### src/rtl/nv_ram_rwsp_param.sv
// ---------------------------------------------------------------------------
// nv_ram_rwsp_param
// Parametrised single-clock RAM with one write port and one read port.
// The read address is registered (ra_q), and the array output feeds an
// output-enable data register (dout_q) that drives dout. After reset an
// optional sequencer writes INIT_VALUE to every word. A same-cycle write to
// the word being loaded into dout can optionally be forwarded.
//
// Ports:
//   clk            clock, all state changes on posedge
//   rst            synchronous active-high reset
//   ra / re        read address / read address capture enable
//   ore            output register load enable
//   dout           registered read data
//   wa / we / di   write address / write enable / write data
//   pwrbus_ram_pd  power-down bus, no functional effect
//   init_done      high when the sequencer is idle and the RAM is usable
//
// Sequencer states:
//   state   | meaning
//   --------+---------------------------------------------------------
//   ST_IDLE | user reads and writes are serviced
//   ST_INIT | writing INIT_VALUE to M[init_cnt_q]; user ports ignored
// ---------------------------------------------------------------------------
module nv_ram_rwsp_param #(
    parameter int               DEPTH         = 64,
    parameter int               WIDTH         = 14,
    parameter int               AW            = 6,
    parameter bit               INIT_ON_RESET = 1'b1,
    parameter logic [WIDTH-1:0] INIT_VALUE    = '0,
    parameter bit               BYPASS_EN     = 1'b1
) (
    input  logic             clk,
    input  logic             rst,
    input  logic [AW-1:0]    ra,
    input  logic             re,
    input  logic             ore,
    output logic [WIDTH-1:0] dout,
    input  logic [AW-1:0]    wa,
    input  logic             we,
    input  logic [WIDTH-1:0] di,
    input  logic [31:0]      pwrbus_ram_pd,
    output logic             init_done
);

    localparam int          MEM_AW  = (DEPTH > 1) ? $clog2(DEPTH) : 1;
    localparam int          DEPTH_I = DEPTH;
    localparam int          LAST_I  = DEPTH - 1;
    localparam logic [AW:0]   DEPTH_C = DEPTH_I[AW:0];
    localparam logic [AW-1:0] LAST_C  = LAST_I[AW-1:0];

    typedef enum logic {
        ST_IDLE = 1'b0,
        ST_INIT = 1'b1
    } state_t;

    state_t            state_q;
    logic [AW-1:0]     init_cnt_q;
    logic              init_done_q;
    logic [AW-1:0]     ra_q;
    logic [WIDTH-1:0]  dout_q;

    logic [WIDTH-1:0]  mem [DEPTH];

    logic              wa_valid;
    logic              ra_valid;
    logic [WIDTH-1:0]  dout_ram;
    logic              bypass;
    logic              mem_we;
    logic [MEM_AW-1:0] mem_addr;
    logic [WIDTH-1:0]  mem_wdata;
    logic              unused_pd;

    assign unused_pd = ^pwrbus_ram_pd;

    assign wa_valid = ({1'b0, wa} < DEPTH_C);
    assign ra_valid = ({1'b0, ra_q} < DEPTH_C);

    // Out-of-range read addresses return zero rather than aliasing.
    assign dout_ram = ra_valid ? mem[ra_q[MEM_AW-1:0]] : '0;

    // wa == ra_q together with wa_valid guarantees the read word is in range.
    assign bypass = BYPASS_EN && we && wa_valid && (wa == ra_q);

    always_comb begin
        mem_we    = 1'b0;
        mem_addr  = wa[MEM_AW-1:0];
        mem_wdata = di;
        if (state_q == ST_INIT) begin
            mem_we    = 1'b1;
            mem_addr  = init_cnt_q[MEM_AW-1:0];
            mem_wdata = INIT_VALUE;
        end else if (we && wa_valid) begin
            mem_we = 1'b1;
        end
    end

    // The array has no reset; rst only blocks writes so a reset landing
    // mid-sequence never leaves a stray write behind.
    always_ff @(posedge clk) begin
        if (!rst && mem_we) begin
            mem[mem_addr] <= mem_wdata;
        end
    end

    always_ff @(posedge clk) begin
        if (rst) begin
            state_q     <= INIT_ON_RESET ? ST_INIT : ST_IDLE;
            init_cnt_q  <= '0;
            init_done_q <= ~INIT_ON_RESET;
            ra_q        <= '0;
            dout_q      <= '0;
        end else begin
            case (state_q)
                ST_INIT: begin
                    if (init_cnt_q == LAST_C) begin
                        state_q     <= ST_IDLE;
                        init_done_q <= 1'b1;
                    end else begin
                        init_cnt_q <= init_cnt_q + 1'b1;
                    end
                end
                default: begin
                    if (re) begin
                        ra_q <= ra;
                    end
                    if (ore) begin
                        dout_q <= bypass ? di : dout_ram;
                    end
                end
            endcase
        end
    end

    assign dout      = dout_q;
    assign init_done = init_done_q;

endmodule

### config.mk
export PLATFORM = sky130hd
export DESIGN_NAME = nv_ram_rwsp_param
export DESIGN_NICKNAME = d
export VERILOG_FILES = /design/src/rtl/nv_ram_rwsp_param.sv
export SDC_FILE = /design/constraint.sdc
export NUM_CORES = 1
export LEC_CHECK = 0
export BUFFER_PORTS_ARGS = -buffer_cell sky130_fd_sc_hd__buf_2
export CAP_MARGIN = 40
export CORE_ASPECT_RATIO = 1.25
export CORE_MARGIN = 2
export CORE_UTILIZATION = 55
export CTS_CLUSTER_DIAMETER = 30
export DETAILED_ROUTE_END_ITERATION = 7
export HOLD_SLACK_MARGIN = 0.05
export PLACE_DENSITY = 0.71
export SLEW_MARGIN = 20
export SYNTH_ARGS = -nofsm -noshare
export SYNTH_HDL_FRONTEND = slang
export SYNTH_SLANG_ARGS = --single-unit
### constraint.sdc
create_clock -name clk -period 9.6 [get_ports clk]
set_input_delay 2.4 -clock clk [delete_from_list [all_inputs] [get_ports clk]]
set_output_delay 2.4 -clock clk [all_outputs]
set_load 0.02 [all_outputs]
# After elaboration in Yosys (flattened, before gate mapping)
# Memories as Yosys holds them, arrays and structs flattened. A register that Yosys moved wholly into a read port is not among the register bits.
# Cells that the tools add are included.
# classes
add_sub_neg	1
n_reduce_logical	6
muxes	8
n_bitwise	2
n_mul	0
n_shift	0
magnitude_cmp	0
n_eq_ne	1
div	0
# op_table
operator	n
14-bit two-way mux	1
2-bit AND reduction	4
6-bit by 1-bit adder with 6-bit output (second input constant)	1
6-bit equality test (second input constant)	1
1-bit two-way mux	6
6-bit two-way mux	1
1-bit NOT	2
1-bit logical AND	1
1-bit zero test	1
# totals
input_bits	63
ramBits	896
out_inout_bits	15
romBits	0
ff_bits	14
mem_count	1
latch_bits	0
elab_cells	23
# memory_table
memory	words	word_bits	read_ports	rd_clocked_by_memory_dff	write_ports	line	text
mem	64	14	1	1	1	63	logic [WIDTH-1:0] mem [DEPTH];

# Depth between registers and ports, before layout
# Gate-level depths: netlist of the first run.
# depth
depth_word	5
mapped_depth	10
ltp_nobuf	6

# Worst setup path before layout of the first run
# OpenSTA, ideal clock, no wires.
# synth_path
path_kind	in2reg
from	input di[0]
to	memory mem[0][0] (data pin)
n_path_buf	0
arrival_ns	3.997
slack_ns	5.089
setup_time_ns	0.514
stages	1
cell_sequence	nor2b_1
# synth_via
elab_chain_cells	1
# synth_rtl
item	line	text
start, declared	41	input logic [WIDTH-1:0] di,
14-bit two-way mux	89	if (state_q == ST_INIT) begin
end, declared	63	
# Every way passes these cells.

==> results of run 1 <==
==> layout make-up <==
class / count / share of cell area
Timing Repair Buffer: 143 / 0.02635
Clock inverter: 93 / 0.02565
Clock buffer: 169 / 0.08972
Multi-Input combinational cell: 710 / 0.1935
Inverter: 5 / 0.0004367
Sequential cell: 924 / 0.6394
Antenna cell: 1 / 0.00005822
Tap cell: 856 / 0.02492
==> power groups by stage <==
stage	sequential [W]	clock (W)	combinational, W
after floorplan	0.00446	0	0.0000348
after global placement	0.00446	0	0.0000650
after detailed placement	0.00446	0	0.0000662
after CTS	0.00438	0.00530	0.0000670
after global routing	0.00438	0.00547	0.0000724
final	0.00438	0.00525	0.0000689
==> worst max-delay path, delay by kind of cell <==
family          cells  cell delay [ns]
simple gates        3             1.25
buf+inv             3             0.60
mux                 1             0.42
compound gates      1             0.38
xor+xnor            1             0.11
==> metal layers <==
layer	track usage	vias to the layer above	wire (µm)
met2	0.4356	920	44430
met1	0.3309	9646	31220
li1	-	7671	-
met5	0	-	18
met4	0.1096	2	3113
met3	0.06073	180	6860
==> worst max path at each step <==
stage                from                    to  slack [ns]
CTS                 wa[4]  dout[1]$_SDFFE_PP0P_        5.05
finish              wa[4]  dout[1]$_SDFFE_PP0P_        5.01
global placement    wa[4]  dout[1]$_SDFFE_PP0P_        4.27
detailed placement  wa[4]  dout[1]$_SDFFE_PP0P_        4.32
floorplan           di[0]   mem[0][0]$_DFFE_PP_        5.09
global route        wa[4]  dout[1]$_SDFFE_PP0P_        4.94
==> through the flow <==
| step | instances | setup WS (ns) |
|---|---|---|
| global route | 2901 | 4.944 |
| finish | 2901 | 5.010 |
| detailed placement | 2634 | 4.324 |
| global placement | 2617 | 4.273 |
| floorplan | 1738 | 5.089 |
| CTS | 2896 | 5.050 |
==> state kept, by name, summed over array words and instances (netlist names) <==
signal and flops:
mem 896, state_q 1, init_done 1, ra_q 6, init_cnt_q 6, dout 14
==> synth_stat cells (all sizes together) (3+ instances only) <==
cell	n
mux2i	57
a211oi	7
xnor2	7
nor2b	38
nand3	8
a21oi	23
nor3	15
a32oi	3
nor4	5
edfxtp	896
dfxtp	28
o221a	4
o22ai	18
inv	5
and2	4
buf	59
a32o	5
o21ai	19
o21bai	7
a221oi	5
a31oi	7
clkbuf	40
o22a	16
mux4	224
nand2b	14
mux2	10
nor2	109
nand2	45
o221ai	8
a2111oi	6
o31ai	3
a22o	5
a22oi	13
nor4b	7
==> layout by cell type (no fill, tap or decap), types with 15 or more instances in the layout <==
master     instances
clkbuf_1          17
edfxtp_1         896
inv_6             18
bufinv_16         18
nor2_1            94
buf_2             45
mux2i_1           57
clkbuf_16        151
mux4_2           224
a21oi_1           23
dfxtp_1           22
nor3_1            15
o22ai_1           18
nor2b_1           23
nand2_1           45
nor2_2            15
buf_4             74
o21ai_0           19
o22a_1            16
==> kinds of logic (layout without fill, tap and decap cells) <==
logic type	count (synthesis)	after routing	share of synthesized area
muxes	291	291	0.1583
AOI/OAI and AO/OA	161	161	0.03216
adders and majority gates	1	1	0.0003458
xor gates and xnor gates	7	7	0.001694
buffers and inverters	104	410	0.01504
DFF	924	924	0.7591
other	0	1	0
and+or+nand+nor	250	250	0.03334
==> key figures, run 1 <==
Run
  – Max cap viols: 0

Die
  – IO Pins: between 70 and 80
  – Die H: 290.8 µm
  – Site Rows: about 110
  – Initial Util: 0.5530
  – Core area: around 65000 µm²
  – Die W: 233.4 µm
  – DIE AREA: approximately 68000 µm²

STA
  – Maximum clock rate: around 0.22 GHz
  – Final min period: between 4 and 5 ns
  – Final Max Tran Viols: 0
  – Final TNS setup: 0 ns
  – Tcrit/Tclk final: 0.4782
  – Relative slew slack: 0.3879
  – Clock skew: between 0.02 and 0.03 ns
  – Setup-failing EPs final: 0
  – Hold slack: about 0.49 ns
  – Final count of hold timing violations: 0
  – Tightest Pin Transition: a little over 0.9 ns
  – RSZ-0062 raised after global routing: false

Clock tree
  – Clock sink count: about 920
  – CTS max path bufs: 3
  – CTS Root Cell: clkbuf_16
  – CTS Buf Count: between 100 and 150
  – Hold Buf Count CTS: 0
  – Htree depth: 4
  – CTS tree: built
  – Clock latency on the worst-skew pair: roughly 0.7 ns
  – Clk slew on worst S/H paths: around 0.05 ns
  – Post-CTS sizing: 0
  – Post-CTS setup buffers: 0

Finish
  – Fin area: around 43000 µm²
  – Layout fillers: between 4000 and 5000
  – Layout cells sized above 1: 0.3224
  – Reg area: 27480 µm²
  – Area growth, synth to finish: 18.79%
  – Area of the multi-input gates: about 8300 µm²
  – Final #Nets: slightly below 2000
  – Finished Core Util: 0.6570

Setup path
  – RR Startpoint: ra_q[1]$_SDFFE_PP0P_
  – Cell Chain, Critical Path: buf_2, mux2i_1, xnor2_1, nor4_1, nand2_1, buf_6, nor4b_1, clkbuf_2, a2111oi_0
  – Worst Reg-to-Reg Cells: 9
  – Critical Path Start Type: primary input
  – Reg-to-reg setup timing slack: 5.81 ns
  – Max stage delay on crit path: about 0.57 ns
  – Reg-to-reg endpoint: dout[1]$_SDFFE_PP0P_
  – Required @ worst endpoint: about 10 ns
  – Crit-path max FO: 13
  – Critical path type: primary input to register
  – Crit-path slowest cell: nor4_1
  – Crit end category: register
  – Critical Path AT: 5.18 ns

Power
  – Comb pwr share: 0.007
  – Int Pwr: slightly below 0.008 W
  – Leakage: approximately 14 nW
  – Total power: 0.009701 W
  – Net Sw Power: between 0.0015 and 0.002 W
  – Clock power share: 0.542
  – Maximum vdd drop: about 0.24 mV
  – Sw Ratio: 0.1975
  – Pwr/cell area: 225.7 nW/µm²
  – Sequential Power Share: 0.451

Place
  – Post-placement cell area: 37960 µm²
  – Post-DP HPWL: between 40 and 50 mm
  – GPL Wtd Cong: about 0.86
  – Port bufs: between 40 and 50

Logic synthesis
  – Yosys top cell area share: 0.7436
  – Yosys top cell by area: edfxtp_1
  – Cells after synthesis: between 1500 and 2000
  – Ys flop type: edfxtp_1
  – Post-synthesis sequential area ratio: 0.7591
  – Largest cells by area after synthesis: edfxtp_1 74%, mux4_2 14%, mux2i_1 1.6%
  – Syn Area/Cell: 20.82 µm²
  – Synth Cell Area: ~36000 µm²
  – Yosys reg bits: slightly above 900
  – Async set or reset register ratio after synthesis: 0
  – EDFF count, synth: between 800 and 900
  – Yosys warns: 0
  – Syn Nets: around 1800
  – Distinct cells, synth: 52

Worst hold path
  – Min-Delay Path Depth: 2
  – Worst Hold Launch: init_done$_SDFFE_PP0P_
  – Hold Crit Class: register to register
  – Hold Path Sink: init_done$_SDFFE_PP0P_

GRT
  – Total gr overflow: 0
  – Vias in the first global route: between 15000 and 20000
  – Pin count of the biggest net entering global routing: 106
  – First-pass GRT wire length: between 100 and 150 mm
  – Initial antenna violation count: 2
  – GR Util All Layers: 0.2612

Outcome
  – Status: finished clean

Route
  – Final wirelength: 85.65 mm
  – Antenna Violating Nets Remaining: 0
  – WL per Instance: 29.52 µm
  – Via count: 18420
  – # DRC: 0
  – Vias per cell: roughly 6.3
  – DR iter-0 viols: approximately 2000
  – TritonRoute pass-1 iters: 5
Power figures use the tool's default switching activity.
==> inputs of run 2 (changes only) <==
==> constraint.sdc (replaced) <==
create_clock -name clk -period 4.57 [get_ports clk]
set_input_delay 1.1425 -clock clk [delete_from_list [all_inputs] [get_ports clk]]
set_output_delay 1.1425 -clock clk [all_outputs]
set_load 0.02 [all_outputs]
==> run 2 against run 1 <==
- first-iteration DRC count is 12% higher
- hold slack better by 0.024 ns
- sequential power is 110% higher
- count of clock-buffer cells in the layout is 20 lower
- critical path depth is 2 lower
- routed wire length is 3.5% higher
==> key figures, run 2 (synthesized netlist as in run 1, its figures left out) <==
Worst hold path
  – Hold Crit Class: register to register

Finish
  – Max reg flops: 896 (unchanged)
  – Final #Nets: 2007 (+0.85%)
  – Commonest non-fill, non-tap cell in the layout: edfxtp_1
  – Area growth, synth to finish: 18.99%
  – Most frequent cells in the layout: 896 x edfxtp_1, 224 x mux4_2, 144 x clkbuf_16, 109 x nor2_1, 106 x buf_4
  – Final std cells w/o fill: 2915 (+0.48%)
  – Biggest register: mem
  – Layout cells sized above 1: 0.3259 (+0.003468)

GRT
  – Pin count of the biggest net entering global routing: 62 (-42%)
  – First-pass GRT wire length: 128.6 mm (+1.9%)
  – Initial antenna violation count: 1 (-1)
  – GR Util All Layers: 0.2688 (+0.007543)
  – Total gr overflow: 0 (unchanged)
  – Vias in the first global route: 19610 (+2.4%)

Setup path
  – Required @ worst endpoint: 5.12 ns (-5.07 ns)
  – Crit end category: register
  – Critical Path Start Type: register
  – Delay-heaviest family, CP: simple AND/OR/NAND/NOR gates
  – Crit-path max FO: 23 (+10)
  – Cell Chain, Critical Path: mux2i_1, xnor2_1, nor4_1, buf_4, nand2_1, nor4b_1, a2111oi_0
  – Crit path buffers/inverters: 1 (-2)
  – Critical Path AT: 3.98 ns (-1.20 ns)
  – Critical path type: register to register
  – Crit-path slowest cell: dfxtp_2
  – Max stage delay on crit path: 0.62 ns (+0.05 ns)

Route
  – # DRC: 0 (unchanged)
  – Final wirelength: 88.63 mm (+3.5%)
  – WL per Instance: 30.41 µm (+3.0%)
  – DR iter-0 viols: 2273 (+12%)
  – Via count: 18720 (+1.7%)
  – TritonRoute pass-1 iters: 6 (+1)
  – Antenna Violating Nets Remaining: 0 (unchanged)
  – Vias per cell: 6.423 (+1.2%)

Die
  – Die W: 233.4 µm (unchanged)
  – Initial Util: 0.5530 (unchanged)
  – IO Pins: 78 (unchanged)
  – Core area: 65430 µm² (unchanged)
  – Site Rows: 105 (unchanged)
  – Die H: 290.8 µm (unchanged)
  – DIE AREA: 67870 µm² (unchanged)

Clock tree
  – Post-CTS setup buffers: 0 (unchanged)
  – CTS max path bufs: 3 (unchanged)
  – CTS Root Cell: clkbuf_16
  – CTS tree: built
  – Hold Buf Count CTS: 0 (unchanged)
  – Clock sink count: 924 (unchanged)
  – CTS Buf Count: 136 (-4.2%)
  – Post-CTS sizing: 0 (unchanged)
  – Clock latency on the worst-skew pair: 0.72 ns (about the same)
  – Clk slew on worst S/H paths: 0.06 ns (about the same)
  – Htree depth: 4 (unchanged)

STA
  – Final min period: between 3 and 4 ns
  – RSZ-0062 raised after global routing: false
  – Maximum clock rate: roughly 0.29 GHz
  – Final TNS setup: 0 ns (unchanged)
  – Final Max Tran Viols: 0 (unchanged)
  – Setup-failing EPs final: 0 (unchanged)
  – Tcrit/Tclk final: 0.7503
  – Hold slack: 0.5105 ns (+0.02404 ns)
  – Tightest Pin Transition: 0.9061 ns (-0.01216 ns)
  – Relative slew slack: 0.3803 (-0.007513)
  – Clock skew: 0.02780 ns (+0.001988 ns)
  – Final count of hold timing violations: 0 (unchanged)

Place
  – Post-DP HPWL: 51.79 mm (+6.1%)
  – Post-placement cell count: 2656 (+0.84%)
  – GPL Wtd Cong: 0.8945 (+3.6%)
  – Port bufs: 45 (unchanged)

Run
  – Max cap viols: 0 (unchanged)

Power
  – Maximum vdd drop: 0.3494 mV (+46%)
  – Pwr/cell area: 470.4 nW/µm² (+110%)
  – Leakage: 13.96 nW (+0.81%)

Outcome
  – Status: finished clean
## run 2: through the flow
step                power [W]    util  setup WS (ns)  instance area, µm²
floorplan            0.009432       -          1.316               36180
global placement     0.009499  0.5801         0.6268               37950
detailed placement   0.009503  0.5821         0.9304               38090
CTS                   0.02035  0.6566          1.262               42960
global route          0.02071  0.6580          1.067               43050
finish                0.02025  0.6581          1.141               43050
## run 2: path summary, 6_finish.rpt
path / startpoint / end / slack (ns) / cells past startpoint
setup reg to reg: state_q$_SDFF_PP1_ / dout[1]$_SDFFE_PP0P_ / 1.14 / 7
hold reg to reg: init_done$_SDFFE_PP0P_ / init_done$_SDFFE_PP0P_ / 0.51 / 2
hold / removal: init_done$_SDFFE_PP0P_ / init_done$_SDFFE_PP0P_ / 0.51 / 2
setup / recovery: state_q$_SDFF_PP1_ / dout[1]$_SDFFE_PP0P_ / 1.14 / 7
## run 2: layout make-up
type / count / area [µm²]
Sequential cell: 924 / 27480
Fill cell: 4110 / 22370
Multi-Input combinational cell: 710 / 8279
Clock buffer: 149 / 3622
Timing Repair Buffer: 166 / 1320
Clock inverter: 102 / 1254
Tap cell: 856 / 1071
Inverter: 5 / 18.77
Antenna cell: 3 / 7.507
## run 2: tightest hold or removal path, cell delays in order (launching register included)
cell and delay, ns:
dfxtp_1 0.34, a31oi_1 0.05, nor2_1 0.08
## run 2: where the power goes
group,switching [W],internal (W)
sequential,0.0000118,0.00918
clock,0.00387,0.00704
combinational,0.0000898,0.0000537
## run 2: per-layer routing
| layer | track usage | up-vias | wire length, µm |
|---|---|---|---|
| met2 | 0.4392 | 1057 | 45020 |
| li1 | - | 7711 | - |
| met4 | 0.1317 | 0 | 3998 |
| met5 | 0 | - | 0 |
| met1 | 0.3461 | 9710 | 31850 |
| met3 | 0.05495 | 246 | 7763 |
